## config.mk

```make
export PLATFORM = sky130hd
export DESIGN_NAME = hc595_frame_shifter_flat
export DESIGN_NICKNAME = d
export VERILOG_FILES = /design/src/rtl/hc595_frame_shifter_if.sv /design/src/rtl/hc595_frame_shifter.sv /design/src/flat_wrapper.sv
export SDC_FILE = /design/constraint.sdc
export NUM_CORES = 1
export LEC_CHECK = 0
export CAP_MARGIN = 20
export CELL_PAD_IN_SITES_DETAIL_PLACEMENT = 2
export CELL_PAD_IN_SITES_GLOBAL_PLACEMENT = 2
export CORE_MARGIN = 2
export CORE_UTILIZATION = 36
export CTS_CLUSTER_DIAMETER = 60
export DETAILED_ROUTE_END_ITERATION = 10
export PLACE_DENSITY_LB_ADDON = 0.1
export SYNTH_ARGS = -nofsm -noshare
export SYNTH_HDL_FRONTEND = slang
export SYNTH_SLANG_ARGS = --single-unit
```

## constraint.sdc

```tcl
create_clock -name clk -period 4.5 [get_ports clk]
set_input_delay 0.9 -clock clk [delete_from_list [all_inputs] [get_ports clk]]
set_output_delay 0.9 -clock clk [all_outputs]
set_load 0.01 [all_outputs]
```

## src/rtl/hc595_frame_shifter_if.sv

```systemverilog
// Frame request and 74HC595 pin bundle for hc595_frame_shifter.
//   start   : single-cycle request to send a frame
//   data_in : frame, MSB shifted first
//   busy    : frame in progress
//   done    : one-cycle pulse once the frame is latched
//   sclk    : 74HC595 SHCP (shift clock)
//   sdata   : 74HC595 DS (serial data)
//   rclk    : 74HC595 STCP (storage latch)
// master: the requester, which also observes the pins. slave: the shifter.
interface hc595_frame_shifter_if #(
  parameter int unsigned FRAME_W = 16
);
  logic               start;
  logic [FRAME_W-1:0] data_in;
  logic               busy;
  logic               done;
  logic               sclk;
  logic               sdata;
  logic               rclk;

  modport master (
    output start,
    output data_in,
    input  busy,
    input  done,
    input  sclk,
    input  sdata,
    input  rclk
  );

  modport slave (
    input  start,
    input  data_in,
    output busy,
    output done,
    output sclk,
    output sdata,
    output rclk
  );
endinterface

```

## src/rtl/hc595_frame_shifter.sv

```systemverilog
// Serial output stage for a daisy-chained pair of 74HC595 shift registers.
// On an accepted start the 16-bit frame is captured and shifted out MSB-first
// on sdata/sclk, then latched with an rclk pulse and flagged with done.
// sclk half-period and rclk width are CLK_DIV clk cycles (legal 1..255).
// Ports:
//   clk : system clock
//   rst : synchronous, active-high reset
//   bus : slave side of hc595_frame_shifter_if (start, data_in, busy, done,
//         sclk, sdata, rclk)
// Every pin is driven straight from a flop; the flop inputs are decoded from
// the next state so pins change on the same edge as the state.
module hc595_frame_shifter #(
  parameter int unsigned CLK_DIV = 4,
  parameter int unsigned FRAME_W = 16
) (
  input logic                   clk,
  input logic                   rst,
  hc595_frame_shifter_if.slave  bus
);

  localparam logic [2:0] StIdle    = 3'd0;
  localparam logic [2:0] StShiftLo = 3'd1;
  localparam logic [2:0] StShiftHi = 3'd2;
  localparam logic [2:0] StLatch   = 3'd3;
  localparam logic [2:0] StDone    = 3'd4;

  localparam logic [7:0] TickMax   = 8'(CLK_DIV - 1);
  localparam logic [3:0] LastBit   = 4'(FRAME_W - 1);

  logic [2:0]         state_q, state_d;
  logic [7:0]         tick_q, tick_d;
  logic [3:0]         bit_cnt_q, bit_cnt_d;
  logic [FRAME_W-1:0] shreg_q, shreg_d;
  logic               sdata_q, sdata_d;
  logic               busy_q, busy_d;
  logic               done_q, done_d;
  logic               sclk_q, sclk_d;
  logic               rclk_q, rclk_d;

  always_comb begin
    state_d   = state_q;
    tick_d    = tick_q;
    bit_cnt_d = bit_cnt_q;
    shreg_d   = shreg_q;
    sdata_d   = sdata_q;

    case (state_q)
      StIdle: begin
        if (bus.start) begin
          shreg_d   = bus.data_in;
          sdata_d   = bus.data_in[FRAME_W-1];
          bit_cnt_d = 4'd0;
          tick_d    = 8'd0;
          state_d   = StShiftLo;
        end
      end
      StShiftLo: begin
        if (tick_q == TickMax) begin
          tick_d  = 8'd0;
          state_d = StShiftHi;
        end else begin
          tick_d = tick_q + 8'd1;
        end
      end
      StShiftHi: begin
        if (tick_q == TickMax) begin
          tick_d = 8'd0;
          if (bit_cnt_q == LastBit) begin
            state_d = StLatch;
          end else begin
            // Next bit is presented on the falling sclk edge so it is stable
            // for a full half-period before the following rising edge.
            bit_cnt_d = bit_cnt_q + 4'd1;
            shreg_d   = {shreg_q[FRAME_W-2:0], 1'b0};
            sdata_d   = shreg_q[FRAME_W-2];
            state_d   = StShiftLo;
          end
        end else begin
          tick_d = tick_q + 8'd1;
        end
      end
      StLatch: begin
        if (tick_q == TickMax) begin
          tick_d  = 8'd0;
          state_d = StDone;
        end else begin
          tick_d = tick_q + 8'd1;
        end
      end
      StDone: begin
        state_d = StIdle;
      end
      default: begin
        state_d = StIdle;
      end
    endcase

    busy_d = (state_d != StIdle);
    sclk_d = (state_d == StShiftHi);
    rclk_d = (state_d == StLatch);
    done_d = (state_d == StDone);
  end

  always_ff @(posedge clk) begin
    if (rst) begin
      state_q   <= StIdle;
      tick_q    <= 8'd0;
      bit_cnt_q <= 4'd0;
      shreg_q   <= '0;
      sdata_q   <= 1'b0;
      busy_q    <= 1'b0;
      done_q    <= 1'b0;
      sclk_q    <= 1'b0;
      rclk_q    <= 1'b0;
    end else begin
      state_q   <= state_d;
      tick_q    <= tick_d;
      bit_cnt_q <= bit_cnt_d;
      shreg_q   <= shreg_d;
      sdata_q   <= sdata_d;
      busy_q    <= busy_d;
      done_q    <= done_d;
      sclk_q    <= sclk_d;
      rclk_q    <= rclk_d;
    end
  end

  assign bus.busy  = busy_q;
  assign bus.done  = done_q;
  assign bus.sclk  = sclk_q;
  assign bus.sdata = sdata_q;
  assign bus.rclk  = rclk_q;

endmodule
```

## src/flat_wrapper.sv

```systemverilog
// flat-port wrapper written by rule: the top's interface ports become plain ports
module hc595_frame_shifter_flat 
#(
  parameter int unsigned CLK_DIV = 4,
  parameter int unsigned FRAME_W = 16
)
  (clk, rst, bus_start, bus_data_in, bus_busy, bus_done, bus_sclk, bus_sdata, bus_rclk);
  hc595_frame_shifter_if #(.FRAME_W(FRAME_W)) bus_i ();
  input logic clk;
  input logic rst;
  input wire logic [$bits(bus_i.start)-1:0] bus_start;
  input wire logic [$bits(bus_i.data_in)-1:0] bus_data_in;
  output wire logic [$bits(bus_i.busy)-1:0] bus_busy;
  output wire logic [$bits(bus_i.done)-1:0] bus_done;
  output wire logic [$bits(bus_i.sclk)-1:0] bus_sclk;
  output wire logic [$bits(bus_i.sdata)-1:0] bus_sdata;
  output wire logic [$bits(bus_i.rclk)-1:0] bus_rclk;
  assign bus_i.start = bus_start;
  assign bus_i.data_in = bus_data_in;
  assign bus_busy = bus_i.busy;
  assign bus_done = bus_i.done;
  assign bus_sclk = bus_i.sclk;
  assign bus_sdata = bus_i.sdata;
  assign bus_rclk = bus_i.rclk;
  hc595_frame_shifter #(.CLK_DIV(CLK_DIV), .FRAME_W(FRAME_W)) u_core (.clk(clk), .rst(rst), .bus(bus_i));
endmodule
```

==> metrics.txt <==
depth of the CTS H-tree=2; IO Port Bufs=23; placer's final routability congestion estimate=0.773; Max IR drop VDD=0.196 mV; main combinational cell family by area after synthesis=simple AND/OR/NAND/NOR gates; TritonCTS Buffers=5; critical path type=input pin to register; Routed Antenna Nets=0; largest cells by area after synthesis=dfxtp_1, mux2i_1, a211oi_2; via/cell ratio=5.63; root buffer cell=clkbuf_8; first-pass GRT wire length=7.46 mm; Post-Syn Area=1680 µm²; most common cell after layout, fill and taps aside=dfxtp_1; grt ovf=0; top_reg_cell synth=dfxtp_1; CP Max Fanout=31; Adder-Cell Fraction of Synth Area=1.49%; area delta synth->final=21.4%; leakage=0.786 nW; CTS clk-pin slew, worst paths=0.07 ns; status=finished clean; Pwr Total=0.678 mW; Residual DRC=0; largest net degree at the start of global routing=32; Fin. Hold Viols=0; routed length per instance=17.5 µm; Slowest cell on crit path=or4b_2; multiplexer share of the synthesized area=9.63%; XOR/XNOR Fraction of Synth Area=3.66%; I/O pins=24; Total Wirelength=4.35 mm; TritonCTS clock tree=yes; CTS Sinks=35; GRT Util Overall=18.6%; placed insts=240; area of the multi-input gates=915 µm²; synthesis-stage register bit count=35; Register Area=701 µm²; Synth Warn #=0; CP Depth=6; CP top delay family=buffers and inverters; average size of a mapped cell=9.68 µm²; CP bufs+invs=2; Via Count=1395; Synth async-reset ratio=0%; CP cell instances=clkdlybuf4s50_1 -> or4b_2 -> o41ai_4 -> buf_4 -> nor2_1 -> a211oi_2; initial antenna violation count=0; most frequent cells in the layout=dfxtp_1, nor2_1, clkdlybuf4s50_1; Mapped Cells=173; Yosys top cell area share=41.8%; Tmin final=2.70 ns; Yosys top cell by area=dfxtp_1; hpwl dp=3.07 mm; critical path data arrival time=2.90 ns; Critical Path Source Type=input pin; fin. max-slew vios=0; WHS Path Cells=2; synth unique cells=39; Worst Max-Slew Pin Slew=0.935 ns; Pwr per Cell Area=333 nW/µm²; Max clock buf depth=2; Rows=24; final layout net count=216; vias in the first global route=1495; syn_nets=194; Pre-antenna DRT Iters=4; CP required=4.70 ns; Initial DRC Count=54; RSZ-0062 raised after global routing=false; clk_lat worst skew=0.29 ns; CP Capture Type=register; Post-synth EDFFs=0; Post-Synth Simple-Gate Area=22.8%; Die Wd=72.2 µm; slowest stage delay, CP=0.70 ns; Initial Utilization=38.0%; Final Non-Filler Cells=248; sequential-to-total area share from yosys stat=41.8%; Die ar.=5220 µm²; Final setup viols=0; total core area=4410 µm²; Max-Cap Viols=0; TNS Setup=0 ns; Layout fillers=464; worst reg2reg path depth=5; Max Clock Freq=370 MHz; CTS Hold Bufs=0; die height=72.2 µm; Post-CTS Setup Bufs=0; CTS resizes=0; Hold Path Class=register to register; Final Cycle Share=60.0%; slew margin rel.=37.7%; skew final=0.00345 ns; share of post-route cells with drive strength above 1=12.2%; # diodes=0; Compound-Gate Fraction of Synth Area=17.0%
[power by group]
group / total (mW) / leakage, nW / internal, mW / switching, mW
sequential: 0.338 / 0.286 / 0.327 / 0.0117
combinational: 0.0865 / 0.448 / 0.0423 / 0.0442
clock: 0.253 / 0.0515 / 0.140 / 0.113
[state kept, by name, indices dropped and copies added (netlist names)]
signal and count:
u_core.bus.busy 1, u_core.shreg_q 15, u_core.bit_cnt_q 4, u_core.state_q 3, u_core.bus.sdata 1, u_core.bus.sclk 1
u_core.bus.done 1, u_core.bus.rclk 1, u_core.tick_q 8
[path summary, 6_finish.rpt]
path / end / slack [ns] / startpoint
min reg2reg: u_core.shreg_q[0] / 0.50 / u_core.shreg_q[0]
max: u_core.shreg_q[7] / 1.80 / bus_start
min: u_core.shreg_q[0] / 0.50 / u_core.shreg_q[0]
max reg2reg: u_core.shreg_q[7] / 1.96 / u_core.state_q[2]
[per-stage QoR]
step                utilization, %  cell area (µm²)  hold slack [ns]  setup WS (ns)
floorplan                        -             1680            0.447           2.33
global placement              43.8             1930            0.473           1.60
detailed placement            43.8             1930            0.493           1.50
CTS                           46.1             2030            0.501           1.80
global route                  46.1             2030            0.520           1.66
finish                        46.1             2030            0.497           1.80
[cells by family after synthesis]
group / count (synthesis)
fa+ha+maj: 2
mux: 16
simple gates: 70
xor+xnor: 7
buf+inv: 12
compound gates: 31
flops: 35
[routing by layer]
layer | vias up | routed length (µm) | track usage (%)
met5 | - | 0 | 0
li1 | 680 | - | -
met2 | 22 | 2190 | 31.6
met1 | 686 | 1920 | 22.7
met3 | 7 | 164 | 4.44
met4 | 0 | 70 | 6.92
[synthesized netlist by cell type, types with 2 or more instances]
master / instances
nor2b_1: 2
xnor2_1: 7
o21ai_0: 3
inv_1: 2
nor2_1: 27
nor3b_1: 2
a211oi_1: 6
a21oi_1: 6
a211oi_2: 10
nand3_1: 7
nand2_1: 5
nand2b_1: 2
nor4_1: 4
buf_2: 3
dfxtp_1: 35
ha_1: 2
nor3_1: 5
nand4b_1: 2
nor4b_1: 3
mux2i_1: 15
clkbuf_1: 4
nand4_1: 2
or3_1: 3
[worst register-to-register path: cells and delay by family (launching register included)]
kind / cells / cell delay [ns]
AO/OA/AOI/OAI: 2 / 0.64
buffers and inverters: 1 / 0.39
flip-flops: 1 / 0.49
AND/OR/NAND/NOR: 2 / 0.93
[final cells by class]
cell class                      instances  share of cell area, %
Clock buffer                            8                   4.92
Multi-Input combinational cell        126                   45.0
Tap cell                               52                   3.20
Timing Repair Buffer                   25                   12.1
Inverter                                2                  0.369
Sequential cell                        35                   34.5
Power figures use the tool's default switching activity.
